### src/rtl/aritmetica_pipe_if.sv
// Sample/result bus of the multiply-add pipeline: source drives samples, unit returns results.
interface aritmetica_pipe_if #(
  parameter int W = 24
);
  logic                In_valid;
  logic                Acum_en;
  logic                Acum_clr;
  logic signed [W-1:0] Constantes_G;
  logic signed [W-1:0] Multip_G;
  logic signed [W-1:0] Entrada_G;
  logic signed [W-1:0] Valores;
  logic                Out_valid;
  logic                Sat;
  logic                Sat_sticky;

  modport master (
    output In_valid, Acum_en, Acum_clr, Constantes_G, Multip_G, Entrada_G,
    input  Valores, Out_valid, Sat, Sat_sticky
  );

  modport slave (
    input  In_valid, Acum_en, Acum_clr, Constantes_G, Multip_G, Entrada_G,
    output Valores, Out_valid, Sat, Sat_sticky
  );
endinterface

### src/rtl/aritmetica_pipe.sv
// Three-stage signed fixed-point multiply-add with saturation and an accumulate mode
// that feeds the result register back as the addend.
module aritmetica_pipe #(
  parameter int W    = 24,
  parameter int FRAC = 10
) (
  input  logic              CLK,
  input  logic              RST,
  aritmetica_pipe_if.slave  bus
);
  localparam int PW = 2 * W - FRAC;
  localparam int SW = PW + 1;
  localparam logic signed [SW-1:0] SMAX = {{(SW-W+1){1'b0}}, {(W-1){1'b1}}};
  localparam logic signed [SW-1:0] SMIN = {{(SW-W+1){1'b1}}, {(W-1){1'b0}}};

  // Returns {clamped, value}.
  function automatic logic [W:0] sat_clamp(input logic signed [SW-1:0] s);
    if (s > SMAX)      return {1'b1, 1'b0, {(W-1){1'b1}}};
    else if (s < SMIN) return {1'b1, 1'b1, {(W-1){1'b0}}};
    else               return {1'b0, s[W-1:0]};
  endfunction

  logic                 vld_p1_q, vld_p1_d, en_p1_q, en_p1_d, clr_p1_q, clr_p1_d;
  logic signed [W-1:0]  c_p1_q, c_p1_d, m_p1_q, m_p1_d, e_p1_q, e_p1_d;
  logic                 vld_p2_q, vld_p2_d, en_p2_q, en_p2_d, clr_p2_q, clr_p2_d;
  logic signed [W-1:0]  c_p2_q, c_p2_d;
  logic signed [PW-1:0] p_p2_q, p_p2_d;
  logic                 vld_p3_q, vld_p3_d, sat_q, sat_d, sticky_q, sticky_d;
  logic signed [W-1:0]  valores_q, valores_d;

  logic signed [2*W-1:0] prod;
  logic signed [W-1:0]   addend;
  logic signed [SW-1:0]  sum;
  logic [W:0]            clamp;

  always_comb begin
    vld_p1_d  = bus.In_valid;
    en_p1_d   = en_p1_q;
    clr_p1_d  = clr_p1_q;
    c_p1_d    = c_p1_q;
    m_p1_d    = m_p1_q;
    e_p1_d    = e_p1_q;
    vld_p2_d  = vld_p1_q;
    en_p2_d   = en_p2_q;
    clr_p2_d  = clr_p2_q;
    c_p2_d    = c_p2_q;
    p_p2_d    = p_p2_q;
    vld_p3_d  = vld_p2_q;
    valores_d = valores_q;
    sat_d     = sat_q;
    sticky_d  = sticky_q;

    // Stage 1: capture a sample only when it is strobed.
    if (bus.In_valid) begin
      en_p1_d  = bus.Acum_en;
      clr_p1_d = bus.Acum_clr;
      c_p1_d   = bus.Constantes_G;
      m_p1_d   = bus.Multip_G;
      e_p1_d   = bus.Entrada_G;
    end

    // Stage 2: full-precision product, floor-shifted back to the data scale.
    prod = m_p1_q * e_p1_q;
    if (vld_p1_q) begin
      p_p2_d   = PW'(prod >>> FRAC);
      c_p2_d   = c_p1_q;
      en_p2_d  = en_p1_q;
      clr_p2_d = clr_p1_q;
    end

    // Stage 3: add against the result register itself so back-to-back sums chain.
    addend = en_p2_q ? (clr_p2_q ? '0 : valores_q) : c_p2_q;
    sum    = SW'(addend) + SW'(p_p2_q);
    clamp  = sat_clamp(sum);
    if (vld_p2_q) begin
      valores_d = clamp[W-1:0];
      sat_d     = clamp[W];
      sticky_d  = (clr_p2_q ? 1'b0 : sticky_q) | clamp[W];
    end
  end

  always_ff @(posedge CLK or posedge RST) begin
    if (RST) begin
      vld_p1_q  <= 1'b0;
      en_p1_q   <= 1'b0;
      clr_p1_q  <= 1'b0;
      c_p1_q    <= '0;
      m_p1_q    <= '0;
      e_p1_q    <= '0;
      vld_p2_q  <= 1'b0;
      en_p2_q   <= 1'b0;
      clr_p2_q  <= 1'b0;
      c_p2_q    <= '0;
      p_p2_q    <= '0;
      vld_p3_q  <= 1'b0;
      valores_q <= '0;
      sat_q     <= 1'b0;
      sticky_q  <= 1'b0;
    end else begin
      vld_p1_q  <= vld_p1_d;
      en_p1_q   <= en_p1_d;
      clr_p1_q  <= clr_p1_d;
      c_p1_q    <= c_p1_d;
      m_p1_q    <= m_p1_d;
      e_p1_q    <= e_p1_d;
      vld_p2_q  <= vld_p2_d;
      en_p2_q   <= en_p2_d;
      clr_p2_q  <= clr_p2_d;
      c_p2_q    <= c_p2_d;
      p_p2_q    <= p_p2_d;
      vld_p3_q  <= vld_p3_d;
      valores_q <= valores_d;
      sat_q     <= sat_d;
      sticky_q  <= sticky_d;
    end
  end

  assign bus.Valores    = valores_q;
  assign bus.Out_valid  = vld_p3_q;
  assign bus.Sat        = sat_q;
  assign bus.Sat_sticky = sticky_q;
endmodule

### src/flat_wrapper.sv
// flat-port wrapper written by rule: the top's interface ports become plain ports
module aritmetica_pipe_flat 
#(
  parameter int W    = 24,
  parameter int FRAC = 10
)
  (CLK, RST, bus_In_valid, bus_Acum_en, bus_Acum_clr, bus_Constantes_G, bus_Multip_G, bus_Entrada_G, bus_Valores, bus_Out_valid, bus_Sat, bus_Sat_sticky);
  aritmetica_pipe_if #(.W(W)) bus_i ();
  input  logic CLK;
  input  logic RST;
  input wire logic [$bits(bus_i.In_valid)-1:0] bus_In_valid;
  input wire logic [$bits(bus_i.Acum_en)-1:0] bus_Acum_en;
  input wire logic [$bits(bus_i.Acum_clr)-1:0] bus_Acum_clr;
  input wire logic [$bits(bus_i.Constantes_G)-1:0] bus_Constantes_G;
  input wire logic [$bits(bus_i.Multip_G)-1:0] bus_Multip_G;
  input wire logic [$bits(bus_i.Entrada_G)-1:0] bus_Entrada_G;
  output wire logic [$bits(bus_i.Valores)-1:0] bus_Valores;
  output wire logic [$bits(bus_i.Out_valid)-1:0] bus_Out_valid;
  output wire logic [$bits(bus_i.Sat)-1:0] bus_Sat;
  output wire logic [$bits(bus_i.Sat_sticky)-1:0] bus_Sat_sticky;
  assign bus_i.In_valid = bus_In_valid;
  assign bus_i.Acum_en = bus_Acum_en;
  assign bus_i.Acum_clr = bus_Acum_clr;
  assign bus_i.Constantes_G = bus_Constantes_G;
  assign bus_i.Multip_G = bus_Multip_G;
  assign bus_i.Entrada_G = bus_Entrada_G;
  assign bus_Valores = bus_i.Valores;
  assign bus_Out_valid = bus_i.Out_valid;
  assign bus_Sat = bus_i.Sat;
  assign bus_Sat_sticky = bus_i.Sat_sticky;
  aritmetica_pipe #(.W(W), .FRAC(FRAC)) u_core (.CLK(CLK), .RST(RST), .bus(bus_i));
endmodule
### config.mk
export PLATFORM = sky130hd
export DESIGN_NAME = aritmetica_pipe_flat
export DESIGN_NICKNAME = d
export VERILOG_FILES = /design/src/rtl/aritmetica_pipe_if.sv /design/src/rtl/aritmetica_pipe.sv /design/src/flat_wrapper.sv
export SDC_FILE = /design/constraint.sdc
export NUM_CORES = 2
export LEC_CHECK = 0
export ABC_AREA = 1
export BUFFER_PORTS_ARGS = -buffer_cell sky130_fd_sc_hd__buf_2
export CORE_AREA = 3 3 246 248
export DETAILED_ROUTE_END_ITERATION = 12
export DIE_AREA = 0 0 249 251
export PLACE_DENSITY_LB_ADDON = 0.12
export SLEW_MARGIN = 20
export SYNTH_ARGS = -nofsm -noshare
export SYNTH_HDL_FRONTEND = slang
export SYNTH_SLANG_ARGS = --single-unit
### constraint.sdc
create_clock -name CLK -period 7.1 [get_ports CLK]
set_clock_uncertainty 0.2 [all_clocks]
set_input_delay 1.065 -clock CLK [delete_from_list [all_inputs] [get_ports CLK]]
set_output_delay 1.065 -clock CLK [all_outputs]
set_load 0.02 [all_outputs]
Word level (Yosys, flattened, before mapping)
Cells that the tools add are included.

Output and inout port bits: 27. Flip-flop bits (word level): 167. Word-level logic and storage cells: 25. Input bits: 77.

Add/sub/neg operators: 1. Bitwise gates (word level): 1. Multipliers: 1. Muxes and demuxes: 5. Order comparisons: 2.

Operators with widths (number): $mux W25 (2); $mul A24 B24 Y48 (1); $mux W24 (2); $add A24 B38 Y39 (1); $gt A39 B24 Y1 const B (1); $lt A39 B24 Y1 const B (1); $mux W1 (1); $or A1 B1 Y1 (1).

Depth between registers and ports, before layout
Depth in word-level cells: 7. Depth in mapped cells: 30. Mapped depth without buffers: 28.

Worst setup path before layout
OpenSTA, ideal clock, no wires.

Kind: reg-to-reg. Start: reg u_core.m_p1_q[23]. End: reg u_core.p_p2_q[36]. Period minus slack after synthesis: 6900 ps. Path buffers: 2. Cell stages (with the launch flop): 25. Data arrival time: 6618 ps. Library setup time: 82 ps. Data required time: 6818 ps. Setup slack: 200 ps. Cells stage by stage: dfrtp_1 -> clkbuf_1 -> clkbuf_1 -> nand2_1 -> inv_1 -> fa_1 -> inv_1 -> fa_1 -> fa_1 -> fa_1 -> fa_1 -> fa_1 -> fa_1 -> inv_1 -> ha_1 -> a21oi_1 -> inv_1 -> a31oi_1 -> o21ai_0 -> a21oi_1 -> nand3_1 -> nand3_1 -> o211ai_1 -> or2_2 -> a31oi_1.

Longest elaborated chain between the ends: 1.

RTL lines: from (decl) (RTL line aritmetica_pipe.sv:24) `logic signed [W-1:0] c_p1_q, c_p1_d, m_p1_q, m_p1_d, e_p1_q, e_p1_d;`; from (signal assigned) (RTL line aritmetica_pipe.sv:104) `m_p1_q <= m_p1_d;`; $mul A24 B24 Y48 (RTL line aritmetica_pipe.sv:63) `prod = m_p1_q * e_p1_q;`; to (signal assigned) (RTL line aritmetica_pipe.sv:110) `p_p2_q <= p_p2_d;`; to (decl) (RTL line aritmetica_pipe.sv:27) `logic signed [PW-1:0] p_p2_q, p_p2_d;`.

Every way passes these cells. A chain may end at the register's enable or synchronous reset.

Worst setup path in the final report
Start: reg u_core.e_p1_q[0]. End: reg u_core.p_p2_q[36].

Longest elaborated chain between the ends: 1.

RTL lines: from (decl) (RTL line aritmetica_pipe.sv:24); from (signal assigned) (RTL line aritmetica_pipe.sv:105) `e_p1_q <= e_p1_d;`; $mul A24 B24 Y48 (RTL line aritmetica_pipe.sv:63).

Every way passes these cells.

==> results.py <==
metrics = {
    "critical_path": {
        "start_kind": "flop",
        "path_class": "flop to flop",
        "crit_required_ns": 7.30,
        "arrival_ns": 7.08,
        "critPathMaxFanout": 6,
        "critPathCaptureType": "flop",
    },
    "placement": {
        "dp_slack_ns": 0.00677,
        "placed_cells": 4932,
        "io_buffers": 103,
        "postPlaceCellArea_um2": 34000,
        "dp_hpwl_mm": 73.7,
        "gp_congestion": 0.948,
    },
    "outcome": {
        "status": "finished, final reports clean",
    },
    "sta": {
        "worstMarginPinSlew_ns": 1.01,
        "grt_setup_unrepaired": "yes",
        "timing.fmax_mhz": 145,
        "final-setup-viol-count": 0,
        "holdWs_ns": 0.291,
        "finalCritPeriodShare_pct": 96.9,
        "layout_setup_ws_ns": 0.218,
        "slew_headroom_pct": 32.4,
        "finalHoldViolations": 0,
        "period_needed_ns": 6.88,
        "report.final.slew_viol_count": 0,
    },
    "grt": {
        "grt_pass1_vias": 26346,
        "grtUsageMet1_pct": 41.0,
        "grt_overflow": 0,
        "met2_usage_pct": 48.7,
        "grt-busiest-layer": "met2",
        "grt_usage_pct": 29.0,
        "grt_pass1_wl_mm": 143,
        "antenna_found_initial": 1,
        "grt_start_max_net_pins": 99,
        "grtUsageMet3_pct": 3.46,
    },
    "logic_synthesis": {
        "synth_area_um2": 32100,
        "synth-seq-cells": 167,
        "yosysWarningCount": 0,
        "synth_common_cells": "inv_1 (1,137), nand2_1 (1,025), fa_1 (607), nor2_1 (203), ha_1 (168)",
        "synth_area_leader_cell": "fa_1",
        "synth-main-ff-cell": "dfrtp_1",
        "syn_inst": 4093,
        "yosysMostFrequentCell": "inv_1",
        "synth_edf_count": 0,
        "netlist.area_leader.share_pct": 37.9,
        "synth_cell_types": 47,
        "yosys-top-cells-area": "fa_1 (38%), inv_1 (13%), dfrtp_1 (13%)",
        "async_reset_ff_share_pct": 100,
        "avgSynthCellArea_um2": 7.83,
        "synth_fp_nets": 4945,
        "seq_area_frac_synth_pct": 13.0,
    },
    "floorplanning": {
        "start_util_pct": 54.6,
        "core-area_um2": 58700,
        "rows": 89,
        "num_io_pins": 104,
        "die_area_um2": 62500,
        "die_y_um": 251,
        "die_w_um": 249,
    },
    "route": {
        "wl_mm": 86.4,
        "drtIter0Drc": 1872,
        "num_vias": 25306,
        "routed_via_density": 5.09,
        "postRouteAntennaNets": 0,
        "dr.pass1.iters": 7,
        "drcViolationCount": 0,
        "routedWlPerCell_um": 17.4,
    },
    "layout": {
        "drive_above_1_share_pct": 11.5,
        "design_area_um2": 34800,
        "antenna_cells": 0,
        "nNetsFinal": 5035,
        "layout.cells.non_filler": 4969,
        "synthToLayoutAreaGrowth_pct": 8.52,
    },
    "clock_tree": {
        "clockBufferDepth": 2,
        "clock_latency_ns": 0.49,
        "clockRootBuffer": "clkbuf_16",
        "cts.clk_slew.worst_paths_ns": 0.09,
        "cts_sinks": 167,
        "cts_buffers": 17,
        "tritoncts": "done",
        "htreeDepth": 4,
    },
    "min_path": {
        "hold_path.class": "flop to flop",
    },
    "flow_run": {
        "cap_violations": 0,
    },
}
==> cell type report <==
cell class                      count  area (um^2)
Fill cell                        5426        23900
Multi-Input combinational cell   2610        23000
Inverter                         1147         4310
Sequential cell                   167         4220
Timing Repair Buffer              240         1680
Tap cell                          773          967
Clock buffer                       17          425
Clock inverter                     15          214
==> cell usage in the layout (no fill, tap or decap), types with 31 or more instances in the layout <==
master / netlist / routed
dfrtp_1: 167 / 136
buf_2: 2 / 102
fa_1: 607 / 603
a21oi_2: 29 / 32
nand2_1: 1025 / 1024
mux2_2: 63 / 63
a21oi_1: 118 / 115
buf_4: 0 / 123
ha_1: 168 / 163
inv_1: 1137 / 1134
nand3_1: 66 / 65
o21ai_0: 111 / 108
dfrtp_2: 0 / 31
a31oi_1: 43 / 42
nor2_1: 203 / 199
==> what timing repair did <==
action | in CTS | in global routing
hold buffers | 0 | 0
pin swaps | 0 | 2
buffers inserted | 0 | 5
resized for setup | 3 | 63
endpoints found under the setup margin | 1 | 15
==> layer usage <==
layer | vias to the layer above | routed length, um
met3 | 99 | 4770
li1 | 11995 | -
met4 | 0 | 1490
met1 | 12512 | 38900
met2 | 700 | 41300
met5 | - | 0
==> worst max-delay path: stages (launching register included) <==
cell and delay, ns:
dfrtp_2 0.47, buf_4 0.19, nand2_1 0.06, inv_1 0.06, fa_1 0.54, inv_1 0.07
fa_1 0.53, fa_1 0.52, fa_1 0.51, inv_1 0.06, fa_1 0.50, fa_1 0.57
fa_1 0.47, ha_1 0.40, a21oi_1 0.23, o21ai_0 0.19, a21boi_2 0.20, o21ai_0 0.13
nand2_1 0.11, nand3_2 0.11, nand3_1 0.13, o211ai_1 0.12, or2_2 0.29, a31oi_1 0.13
==> worst paths after layout <==
kind                                          end  cells past startpoint  slack, ns              from
worst min register to register   u_core.c_p2_q[5]                      2       0.29  u_core.c_p1_q[5]
worst max register to register  u_core.p_p2_q[36]                     23       0.22  u_core.e_p1_q[0]
worst min-delay path             u_core.c_p2_q[5]                      2       0.29  u_core.c_p1_q[5]
max in group asynchronous       u_core.m_p1_q[18]                      3       4.44               RST
min in group asynchronous       u_core.c_p1_q[20]                      2       0.60               RST
worst max-delay path            u_core.p_p2_q[36]                     23       0.22  u_core.e_p1_q[0]
==> kinds of logic (layout without fill, tap and decap cells) <==
| logic type | count (synthesis) | after routing | synth area share (%) |
|---|---|---|---|
| AOI/OAI and AO/OA | 340 | 340 | 6.09 |
| xor gates and xnor gates | 47 | 47 | 1.28 |
| adders and majority gates | 775 | 775 | 44.4 |
| buffers and inverters | 1316 | 1419 | 15.6 |
| DFF | 167 | 167 | 13.0 |
| muxes | 63 | 63 | 2.21 |
| and+or+nand+nor | 1385 | 1385 | 17.3 |
==> flip-flops by register name, indices dropped and copies added, names as in the netlist, 24 cells and up <==
name and flops:
u_core.p_p2_q 38, u_core.e_p1_q 24, u_core.bus.Valores 24, u_core.c_p1_q 24, u_core.m_p1_q 24, u_core.c_p2_q 24
==> per-stage QoR <==
| step | utilization, % | setup TNS (ns) |
|---|---|---|
| floorplan | - | 0 |
| global placement | 57.9 | -0.00416 |
| detailed placement | 57.9 | 0 |
| CTS | 59.0 | 0 |
| global route | 59.3 | -0.174 |
| finish | 59.3 | 0 |
Power is left out: the tool's default activity adds up to more than one toggle a clock period on the data nets, which glitch-free logic cannot reach.
